<file path="src/rtl/delay_feedback_mixer.sv">
// Echo-loop mixer for the delay buffer. Each dry sample is combined with the
// latest delayed sample to produce a feedback sample (back into the buffer) and
// a wet output sample. One multiplier is shared across a fixed 4-cycle sequence.
module delay_feedback_mixer #(
    parameter int unsigned DATA_WIDTH = 32,
    parameter int unsigned COEF_WIDTH = 16
) (
    input  logic                  clk,
    input  logic                  reset,
    input  logic                  dry_valid,
    input  logic [DATA_WIDTH-1:0] dry_sample,
    output logic                  dry_ready,
    input  logic                  delayed_valid,
    input  logic [DATA_WIDTH-1:0] delayed_sample,
    input  logic [COEF_WIDTH-1:0] fb_gain,
    input  logic [COEF_WIDTH-1:0] mix_gain,
    output logic                  fb_valid,
    output logic [DATA_WIDTH-1:0] fb_sample,
    output logic                  out_valid,
    output logic [DATA_WIDTH-1:0] out_sample,
    output logic                  overrun
);

    localparam int unsigned ProdWidth = DATA_WIDTH + COEF_WIDTH;
    // One guard bit over the product keeps the add from ever wrapping.
    localparam int unsigned SumWidth  = ProdWidth + 1;

    localparam logic signed [SumWidth-1:0] SatMax =
        {{(SumWidth - DATA_WIDTH + 1){1'b0}}, {(DATA_WIDTH - 1){1'b1}}};
    localparam logic signed [SumWidth-1:0] SatMin =
        {{(SumWidth - DATA_WIDTH + 1){1'b1}}, {(DATA_WIDTH - 1){1'b0}}};

    typedef enum logic [1:0] {
        StIdle,
        StMulFb,
        StMulMix,
        StSum
    } state_e;

    state_e state_q, state_d;

    logic signed [DATA_WIDTH-1:0] dry_q, dry_d;
    logic signed [DATA_WIDTH-1:0] op_q, op_d;
    logic signed [COEF_WIDTH-1:0] fb_gain_q, fb_gain_d;
    logic signed [COEF_WIDTH-1:0] mix_gain_q, mix_gain_d;
    logic signed [ProdWidth-1:0]  p_fb_q, p_fb_d;
    logic signed [ProdWidth-1:0]  p_mix_q, p_mix_d;
    logic signed [DATA_WIDTH-1:0] lat_q, lat_d;
    logic                         seen_q, seen_d;
    logic [DATA_WIDTH-1:0]        fb_sample_q, fb_sample_d;
    logic [DATA_WIDTH-1:0]        out_sample_q, out_sample_d;
    logic                         fb_valid_q, fb_valid_d;
    logic                         out_valid_q, out_valid_d;
    logic                         overrun_q, overrun_d;

    logic signed [COEF_WIDTH-1:0] mul_b;
    logic signed [ProdWidth-1:0]  mul_p;

    // Scale a product back to sample units (floor), add the dry sample, saturate.
    function automatic logic [DATA_WIDTH-1:0] mix_path(
        input logic signed [ProdWidth-1:0]  prod,
        input logic signed [DATA_WIDTH-1:0] dry
    );
        logic signed [ProdWidth-1:0] prod_sh;
        logic signed [SumWidth-1:0]  sum;
        prod_sh = prod >>> (COEF_WIDTH - 1);
        sum = {prod_sh[ProdWidth-1], prod_sh}
            + {{(SumWidth - DATA_WIDTH){dry[DATA_WIDTH-1]}}, dry};
        if (sum > SatMax) begin
            mix_path = SatMax[DATA_WIDTH-1:0];
        end else if (sum < SatMin) begin
            mix_path = SatMin[DATA_WIDTH-1:0];
        end else begin
            mix_path = sum[DATA_WIDTH-1:0];
        end
    endfunction

    // Shared multiplier: feedback gain in StMulFb, mix gain otherwise.
    always_comb begin
        mul_b = (state_q == StMulFb) ? fb_gain_q : mix_gain_q;
        mul_p = op_q * mul_b;
    end

    // Next-state logic for the sequencer, operand capture and result registers.
    always_comb begin
        state_d      = state_q;
        dry_d        = dry_q;
        op_d         = op_q;
        fb_gain_d    = fb_gain_q;
        mix_gain_d   = mix_gain_q;
        p_fb_d       = p_fb_q;
        p_mix_d      = p_mix_q;
        lat_d        = lat_q;
        seen_d       = seen_q;
        fb_sample_d  = fb_sample_q;
        out_sample_d = out_sample_q;
        fb_valid_d   = 1'b0;
        out_valid_d  = 1'b0;
        overrun_d    = overrun_q;

        if (delayed_valid) begin
            lat_d  = delayed_sample;
            seen_d = 1'b1;
        end

        unique case (state_q)
            StIdle: begin
                if (dry_valid) begin
                    dry_d      = dry_sample;
                    fb_gain_d  = fb_gain;
                    mix_gain_d = mix_gain;
                    // A delayed sample arriving on the same edge takes priority;
                    // before the buffer is primed the operand is zero.
                    if (delayed_valid) begin
                        op_d = delayed_sample;
                    end else if (seen_q) begin
                        op_d = lat_q;
                    end else begin
                        op_d = '0;
                    end
                    state_d = StMulFb;
                end
            end
            StMulFb: begin
                p_fb_d  = mul_p;
                state_d = StMulMix;
            end
            StMulMix: begin
                p_mix_d = mul_p;
                state_d = StSum;
            end
            StSum: begin
                fb_sample_d  = mix_path(p_fb_q, dry_q);
                out_sample_d = mix_path(p_mix_q, dry_q);
                fb_valid_d   = 1'b1;
                out_valid_d  = 1'b1;
                state_d      = StIdle;
            end
            default: state_d = StIdle;
        endcase

        // Busy: the sample is dropped and the condition is remembered until reset.
        if (dry_valid && (state_q != StIdle)) begin
            overrun_d = 1'b1;
        end
    end

    // State register with synchronous active-high reset.
    always_ff @(posedge clk) begin
        if (reset) begin
            state_q      <= StIdle;
            dry_q        <= '0;
            op_q         <= '0;
            fb_gain_q    <= '0;
            mix_gain_q   <= '0;
            p_fb_q       <= '0;
            p_mix_q      <= '0;
            lat_q        <= '0;
            seen_q       <= 1'b0;
            fb_sample_q  <= '0;
            out_sample_q <= '0;
            fb_valid_q   <= 1'b0;
            out_valid_q  <= 1'b0;
            overrun_q    <= 1'b0;
        end else begin
            state_q      <= state_d;
            dry_q        <= dry_d;
            op_q         <= op_d;
            fb_gain_q    <= fb_gain_d;
            mix_gain_q   <= mix_gain_d;
            p_fb_q       <= p_fb_d;
            p_mix_q      <= p_mix_d;
            lat_q        <= lat_d;
            seen_q       <= seen_d;
            fb_sample_q  <= fb_sample_d;
            out_sample_q <= out_sample_d;
            fb_valid_q   <= fb_valid_d;
            out_valid_q  <= out_valid_d;
            overrun_q    <= overrun_d;
        end
    end

    assign dry_ready  = (state_q == StIdle);
    assign fb_sample  = fb_sample_q;
    assign out_sample = out_sample_q;
    assign fb_valid   = fb_valid_q;
    assign out_valid  = out_valid_q;
    assign overrun    = overrun_q;

endmodule
</file>
<file path="config.mk">
export PLATFORM = sky130hd
export DESIGN_NAME = delay_feedback_mixer
export DESIGN_NICKNAME = d
export VERILOG_FILES = /design/src/rtl/delay_feedback_mixer.sv
export SDC_FILE = /design/constraint.sdc
export NUM_CORES = 2
export LEC_CHECK = 0
export BUFFER_PORTS_ARGS = -buffer_cell sky130_fd_sc_hd__buf_2
export CAP_MARGIN = 20
export CORE_MARGIN = 4
export CORE_UTILIZATION = 70
export CTS_BUF_LIST = sky130_fd_sc_hd__clkbuf_2 sky130_fd_sc_hd__clkbuf_4 sky130_fd_sc_hd__clkbuf_8
export DETAILED_ROUTE_END_ITERATION = 12
export GPL_TIMING_DRIVEN = 0
export PLACE_DENSITY = 0.95
export SYNTH_ARGS = -nofsm -noshare
export SYNTH_HDL_FRONTEND = slang
export SYNTH_SLANG_ARGS = --single-unit
</file>
<file path="constraint.sdc">
create_clock -name clk -period 15.6 [get_ports clk]
set_input_delay 1.56 -clock clk [delete_from_list [all_inputs] [get_ports clk]]
set_output_delay 1.56 -clock clk [all_outputs]
set_load 0.02 [all_outputs]
</file>
After elaboration in Yosys (flattened, before gate mapping)
Index checks and enable logic that the tools add are counted.

Flip-flop bits (word level): 293. Word-level logic and storage cells: 38. Output and inout port bits: 68.

$add $sub $neg: 2. Magnitude comparators: 4. Muxes and demuxes: 10. Equality and inequality tests: 4. Reduce and logical (&&, ||, !) cells: 4. Multiply operators: 1.

Operator list (count): 32-bit 2-to-1 mux (6); 33-bit by 32-bit adder with 34-bit output (2); 34-bit by 32-bit greater-than comparator with 1-bit output, second input constant (2); 34-bit by 32-bit less-than comparator with 1-bit output, second input constant (2); 32-bit by 16-bit multiplier with 48-bit output (1); 16-bit 2-to-1 mux (1); 2-bit case mux with 4 select lines (1); 2-bit equality test, second input constant (2); 2-bit by 1-bit equality test with 1-bit output, second input constant (1); 2-bit zero test (1); 2-bit 2-to-1 mux (1); 2-bit != test, second input constant (1); 2-bit AND reduction (1); 2-bit nonzero test (1); 1-bit logical AND (1); 1-bit 2-to-1 mux (1).

Logic depth before layout (Yosys ltp)
Word-level depth: 4. Depth in mapped cells: 30. Gate-level depth less buffers: 27.

Worst setup path before layout
Ideal clock, no wire load.

Kind: reg2reg. From: reg state_q[1]. To: reg p_mix_q[41]. Arrival: 7.237 ns. Setup slack: 8.268 ns. Cell stages (with the launch flop): 29. Path through: dfxtp_1 > inv_1 > ha_1 > buf_4 > clkbuf_1 > mux2_2 > clkbuf_1 > and2_1 > fa_1 > inv_1 > fa_1 > fa_1 > inv_1 > fa_1 > fa_1 > inv_1 > fa_1 > inv_1 > ha_1 > nand3_1 > nor2_1 > nand4_1 > and3_1 > o41a_1 > o31ai_4 > a21oi_2 > and3_1 > or4_1 > o311ai_1.

Longest elaborated chain between the ends: 3.

Ends and longest elaborated chain: start, declared (line 40) `state_e state_q, state_d;`; start signal, assigned (line 151) `state_q <= StIdle;`; start signal, assigned (line 166) `state_q <= state_d;`; 2-bit by 1-bit equality test with 1-bit output (line 80) `mul_b = (state_q == StMulFb) ? fb_gain_q : mix_gain_q;`; 16-bit 2-to-1 mux (line 80); 32-bit by 16-bit multiplier with 48-bit output (line 81) `mul_p = op_q * mul_b;`; end signal, assigned (line 172) `p_mix_q <= p_mix_d;`; end, declared (line 47) `logic signed [ProdWidth-1:0] p_mix_q, p_mix_d;`.

Parallel ways exist; a longest one is shown, timed or not. A chain may end at the register's enable or synchronous reset.

Final worst setup path
From: reg state_q[1]. To: reg p_fb_q[47].

Longest elaborated chain between the ends: 3.

Ends and longest elaborated chain: 2-bit by 1-bit equality test with 1-bit output * (line 80, 106); 16-bit 2-to-1 mux (line 80); 32-bit by 16-bit multiplier with 48-bit output (line 81); end signal, assigned (line 171) `p_fb_q <= p_fb_d;`; end, declared (line 46) `logic signed [ProdWidth-1:0] p_fb_q, p_fb_d;`.

Every way passes the cells marked *; elsewhere a longest branch is shown, timed or not.

==> impl_results.html <==
<table>
<tr><th>Metric</th><th>Value</th></tr>
<tr><th colspan="2">Clock tree</th></tr>
<tr><td>Post-CTS Repair Setup Buffers</td><td>0</td></tr>
<tr><td>Depth of the CTS H-tree</td><td>2</td></tr>
<tr><td>Count of instances resized after the clock tree is built</td><td>0</td></tr>
<tr><td>TritonCTS clock tree</td><td>built</td></tr>
<tr><td>CTS Root Buffer Type</td><td>sky130_fd_sc_hd__clkbuf_8</td></tr>
<tr><td>Clock transition at the register clock pins on the worst setup and hold paths after CTS</td><td>roughly 60 ps</td></tr>
<tr><td>Clock tree sinks</td><td>263</td></tr>
<tr><td>Number of hold buffers added after cts</td><td>0</td></tr>
<tr><td>Inserted Clock Buffers</td><td>46</td></tr>
<tr><td>Clock insertion delay at the later pin of the skew report</td><td>~680 ps</td></tr>
<tr><td>Number of buffers between clock root and the deepest sink</td><td>3</td></tr>
<tr><th colspan="2">Outcome</th></tr>
<tr><td>Status</td><td>complete, no violations</td></tr>
<tr><th colspan="2">Timing</th></tr>
<tr><td>Largest clock skew in the final design</td><td>a little under 40 ps</td></tr>
<tr><td>Count of endpoints failing setup in the final report</td><td>0</td></tr>
<tr><td>Normalized max-slew margin</td><td>23.0%</td></tr>
<tr><td>Final Hold Vio Count</td><td>0</td></tr>
<tr><td>Tmin final</td><td>approximately 10000 ps</td></tr>
<tr><td>Fin. max-slew vios</td><td>0</td></tr>
<tr><td>Slew @ Worst Pin</td><td>approximately 1100 ps</td></tr>
<tr><td>Setup total negative slack</td><td>0 ps</td></tr>
<tr><td>Setup repair after global routing missed its margin</td><td>false</td></tr>
<tr><td>Maximum frequency from static timing analysis</td><td>roughly 0.10 GHz</td></tr>
<tr><td>Final worst-path cycle share</td><td>62.7%</td></tr>
<tr><th colspan="2">Power</th></tr>
<tr><td>Peak VDD IR</td><td>~0.17 mV</td></tr>
<tr><td>P_leak</td><td>16.1 nW</td></tr>
<tr><td>Power per cell area</td><td>170 nW/um^2</td></tr>
<tr><td>Overall power consumption</td><td>0.00568 W</td></tr>
<tr><th colspan="2">Drt</th></tr>
<tr><td>Overall routed net length</td><td>between 100,000 and 150,000 um</td></tr>
<tr><td>Number of search-and-repair iterations in the first detailed-routing pass</td><td>6</td></tr>
<tr><td>Number of vias after detailed routing</td><td>28,100</td></tr>
<tr><td>DRC violations left</td><td>0</td></tr>
<tr><td>Per-cell routed wire length</td><td>around 23 um</td></tr>
<tr><td>Drt initial violations</td><td>approximately 3,700</td></tr>
<tr><td>Antenna violation net count after detailed routing</td><td>0</td></tr>
<tr><td>Vias/cell</td><td>around 6.4</td></tr>
<tr><th colspan="2">Synthesis</th></tr>
<tr><td>Count of distinct cell types in the synthesized netlist</td><td>71</td></tr>
<tr><td>Area of the mapped netlist</td><td>30,700 sq um</td></tr>
<tr><td>Yosys warns</td><td>0</td></tr>
<tr><td>Cell type contributing the most total cell area after synthesis</td><td>sky130_fd_sc_hd__fa_1</td></tr>
<tr><td>Proportion of netlist area held by the largest area contributor</td><td>31.7%</td></tr>
<tr><td>Seq/Total Area, Yosys</td><td>roughly 17%</td></tr>
<tr><td>Top cells by area, synth</td><td>sky130_fd_sc_hd__fa_1 32%, sky130_fd_sc_hd__dfxtp_1 17%, sky130_fd_sc_hd__ha_1 7.4%</td></tr>
<tr><td>Total nets after synthesis</td><td>between 4,000 and 5,000</td></tr>
<tr><td>Number of enable flip-flop cells after synthesis</td><td>0</td></tr>
<tr><td>Number of flip-flops and latches in the synthesized netlist</td><td>approximately 260</td></tr>
<tr><td>Post-synthesis instance total</td><td>roughly 3,600</td></tr>
<tr><td>Proportion of synthesized flip-flops having asynchronous set or reset</td><td>0%</td></tr>
<tr><td>Avg Synthesized Cell Area</td><td>8.61 sq um</td></tr>
<tr><td>Predominant post-synthesis flop cell</td><td>sky130_fd_sc_hd__dfxtp_1</td></tr>
<tr><th colspan="2">Setup path</th></tr>
<tr><td>Critical Path RT</td><td>around 16,000 ps</td></tr>
<tr><td>Reg-to-reg slack, setup</td><td>approximately 5800 ps</td></tr>
<tr><td>Maximum fanout along the worst path</td><td>10</td></tr>
<tr><td>Worst Setup Path Type</td><td>flip-flop to flip-flop</td></tr>
<tr><td>Worst path arrival time</td><td>10,290 ps</td></tr>
<tr><td>CP Launch Type</td><td>flip-flop</td></tr>
<tr><td>Type of destination of the critical path</td><td>flip-flop</td></tr>
<tr><th colspan="2">Global routing</th></tr>
<tr><td>Number of antenna violations at the first check in global routing</td><td>9</td></tr>
<tr><td>Global route overflow</td><td>0</td></tr>
<tr><td>Global-route wire length before repair</td><td>approximately 160,000 um</td></tr>
<tr><td>Global-route total usage across every layer</td><td>between 40% and 50%</td></tr>
<tr><td>Pin count of the biggest net entering global routing</td><td>14</td></tr>
<tr><td>Number of global-route vias before repair</td><td>29,000</td></tr>
<tr><th colspan="2">Floorplan</th></tr>
<tr><td>Die extent in y</td><td>218 um</td></tr>
<tr><td>DIE AREA</td><td>~47,000 sq um</td></tr>
<tr><td>Core Footprint</td><td>43,300 sq um</td></tr>
<tr><td>Die Width</td><td>~220 um</td></tr>
<tr><td>Top-level I/O count</td><td>about 170</td></tr>
<tr><td>Initial core utilization</td><td>between 70 and 80%</td></tr>
<tr><td>Number of rows created at floorplan</td><td>76</td></tr>
<tr><th colspan="2">Final layout</th></tr>
<tr><td>Footprint of the flip-flops and latches</td><td>5270 sq um</td></tr>
<tr><td>Area of combinational cells with multiple inputs</td><td>between 20,000 and 25,000 sq um</td></tr>
<tr><td>Area added between synthesis and finish</td><td>8.58%</td></tr>
<tr><td>Commonest non-fill, non-tap cell in the layout</td><td>sky130_fd_sc_hd__inv_1</td></tr>
<tr><td>Leading cell types in the layout, fill and taps excluded</td><td>572 x sky130_fd_sc_hd__inv_1, 522 x sky130_fd_sc_hd__nand2_1, 487 x sky130_fd_sc_hd__fa_1</td></tr>
<tr><td>Fin nets</td><td>about 4,600</td></tr>
<tr><td>Number of fill cells in the layout</td><td>~2,700</td></tr>
<tr><td>Share of layout cells above drive strength 1</td><td>7.74%</td></tr>
<tr><th colspan="2">Job</th></tr>
<tr><td>Max capacitance violation total</td><td>0</td></tr>
<tr><th colspan="2">Worst hold path</th></tr>
<tr><td>Class of the tightest hold or removal check</td><td>flip-flop to flip-flop</td></tr>
<tr><th colspan="2">Placement</th></tr>
<tr><td>DP Wirelength</td><td>about 79,000 um</td></tr>
<tr><td>Number of buffers added on ports</td><td>166</td></tr>
<tr><td>Final RePlAce weighted congestion</td><td>slightly above 1</td></tr>
</table>
cells by family after synthesis:
kind of cell             count (synthesis)  synth area share (%)
flip-flops                             263                  17.1
adder cells (fa/ha/maj)                668                  39.1
AND/OR/NAND/NOR                       1173                  17.7
XOR/XNOR                                88                  2.51
AO/OA/AOI/OAI                          520                  11.2
buffers and inverters                  768                  9.45
multiplexers                            91                  3.04
stage by stage:
stage               worst slack [ps]  cells  hold WS (ps)  utilization, %  instance area [sq um]
floorplan                       8270   3571           427               -                  30700
global placement                6610   4322           436            74.7                  32300
global route                    5670   4408           478            77.1                  33400
CTS                             6390   4407           454            77.1                  33400
finish                          5830   4416           463            77.2                  33400
detailed placement              6470   4323           447            74.7                  32300
cells in the mapped netlist, drive strengths merged (27+ instances only):
cell / n
buf: 27
nor2: 237
a21oi: 183
a221oi: 35
nor2b: 40
dfxtp: 263
inv: 572
nor3: 42
a211oi: 80
o21ai: 56
xnor2: 61
clkbuf: 169
nand2: 522
xor2: 27
mux2i: 76
nand3: 36
and2: 181
a21o: 56
fa: 487
ha: 181
critical path: stages, from the launching register on:
cell and delay, ps:
sky130_fd_sc_hd__dfxtp_1 340, sky130_fd_sc_hd__inv_1 110, sky130_fd_sc_hd__ha_1 160, sky130_fd_sc_hd__buf_4 150, sky130_fd_sc_hd__clkbuf_1 650, sky130_fd_sc_hd__mux2_2 540, sky130_fd_sc_hd__clkbuf_1 880, sky130_fd_sc_hd__nand2_1 180
sky130_fd_sc_hd__fa_1 530, sky130_fd_sc_hd__fa_1 470, sky130_fd_sc_hd__fa_1 550, sky130_fd_sc_hd__inv_1 60, sky130_fd_sc_hd__fa_1 470, sky130_fd_sc_hd__fa_1 550, sky130_fd_sc_hd__inv_1 80, sky130_fd_sc_hd__fa_1 520
sky130_fd_sc_hd__inv_1 60, sky130_fd_sc_hd__ha_1 310, sky130_fd_sc_hd__a21oi_1 120, sky130_fd_sc_hd__o211ai_1 190, sky130_fd_sc_hd__nor3b_1 490, sky130_fd_sc_hd__or3_1 200, sky130_fd_sc_hd__o21bai_1 160, sky130_fd_sc_hd__a211oi_1 620
sky130_fd_sc_hd__o21ai_1 260, sky130_fd_sc_hd__o21ai_1 520, sky130_fd_sc_hd__mux2i_1 340, sky130_fd_sc_hd__a21oi_1 110
power by group:
part / total (W) / leakage (nW) / internal, W / switching [W]
clock: 0.000724 / 0.533 / 0.000395 / 0.000329
sequential: 0.00101 / 2.15 / 0.000826 / 0.000179
combinational: 0.00395 / 13.4 / 0.00137 / 0.00259
registers in the layout (all words and copies together) (netlist names):
name	flops
p_fb_q	33
state_q	2
overrun	1
lat_q	32
out_valid	1
fb_gain_q	16
out_sample	32
p_mix_q	33
op_q	32
mix_gain_q	16
fb_sample	32
dry_q	32
seen_q	1
area by class of cell:
cell class              count  share of cell area, %
multi-input cells        2540                   67.6
flip-flops and latches    263                   15.8
inverters                 572                   6.43
clock buffers              70                   2.62
repair buffers            168                   2.57
plain buffers             196                   2.27
well taps                 585                   2.19
clock inverters            14                  0.457
diodes                      8                 0.0600
path summary, 6_finish.rpt:
kind | from | to | cells past startpoint
worst min-delay path | mix_gain_q[7] | mix_gain_q[7] | 2
worst max register to register | state_q[1] | p_fb_q[47] | 27
worst min register to register | mix_gain_q[7] | mix_gain_q[7] | 2
worst max-delay path | state_q[1] | p_fb_q[47] | 27
routing by layer:
layer  GRT usage [%]  vias up  share of wire (%)
met3            14.6      738                 14
met5               0        -              0.028
met1            51.0    13400                 33
met4            31.9        4                9.9
met2            65.2     2235                 43
li1                -    11800                  -
No activity file was read; power rests on OpenSTA's default activity.
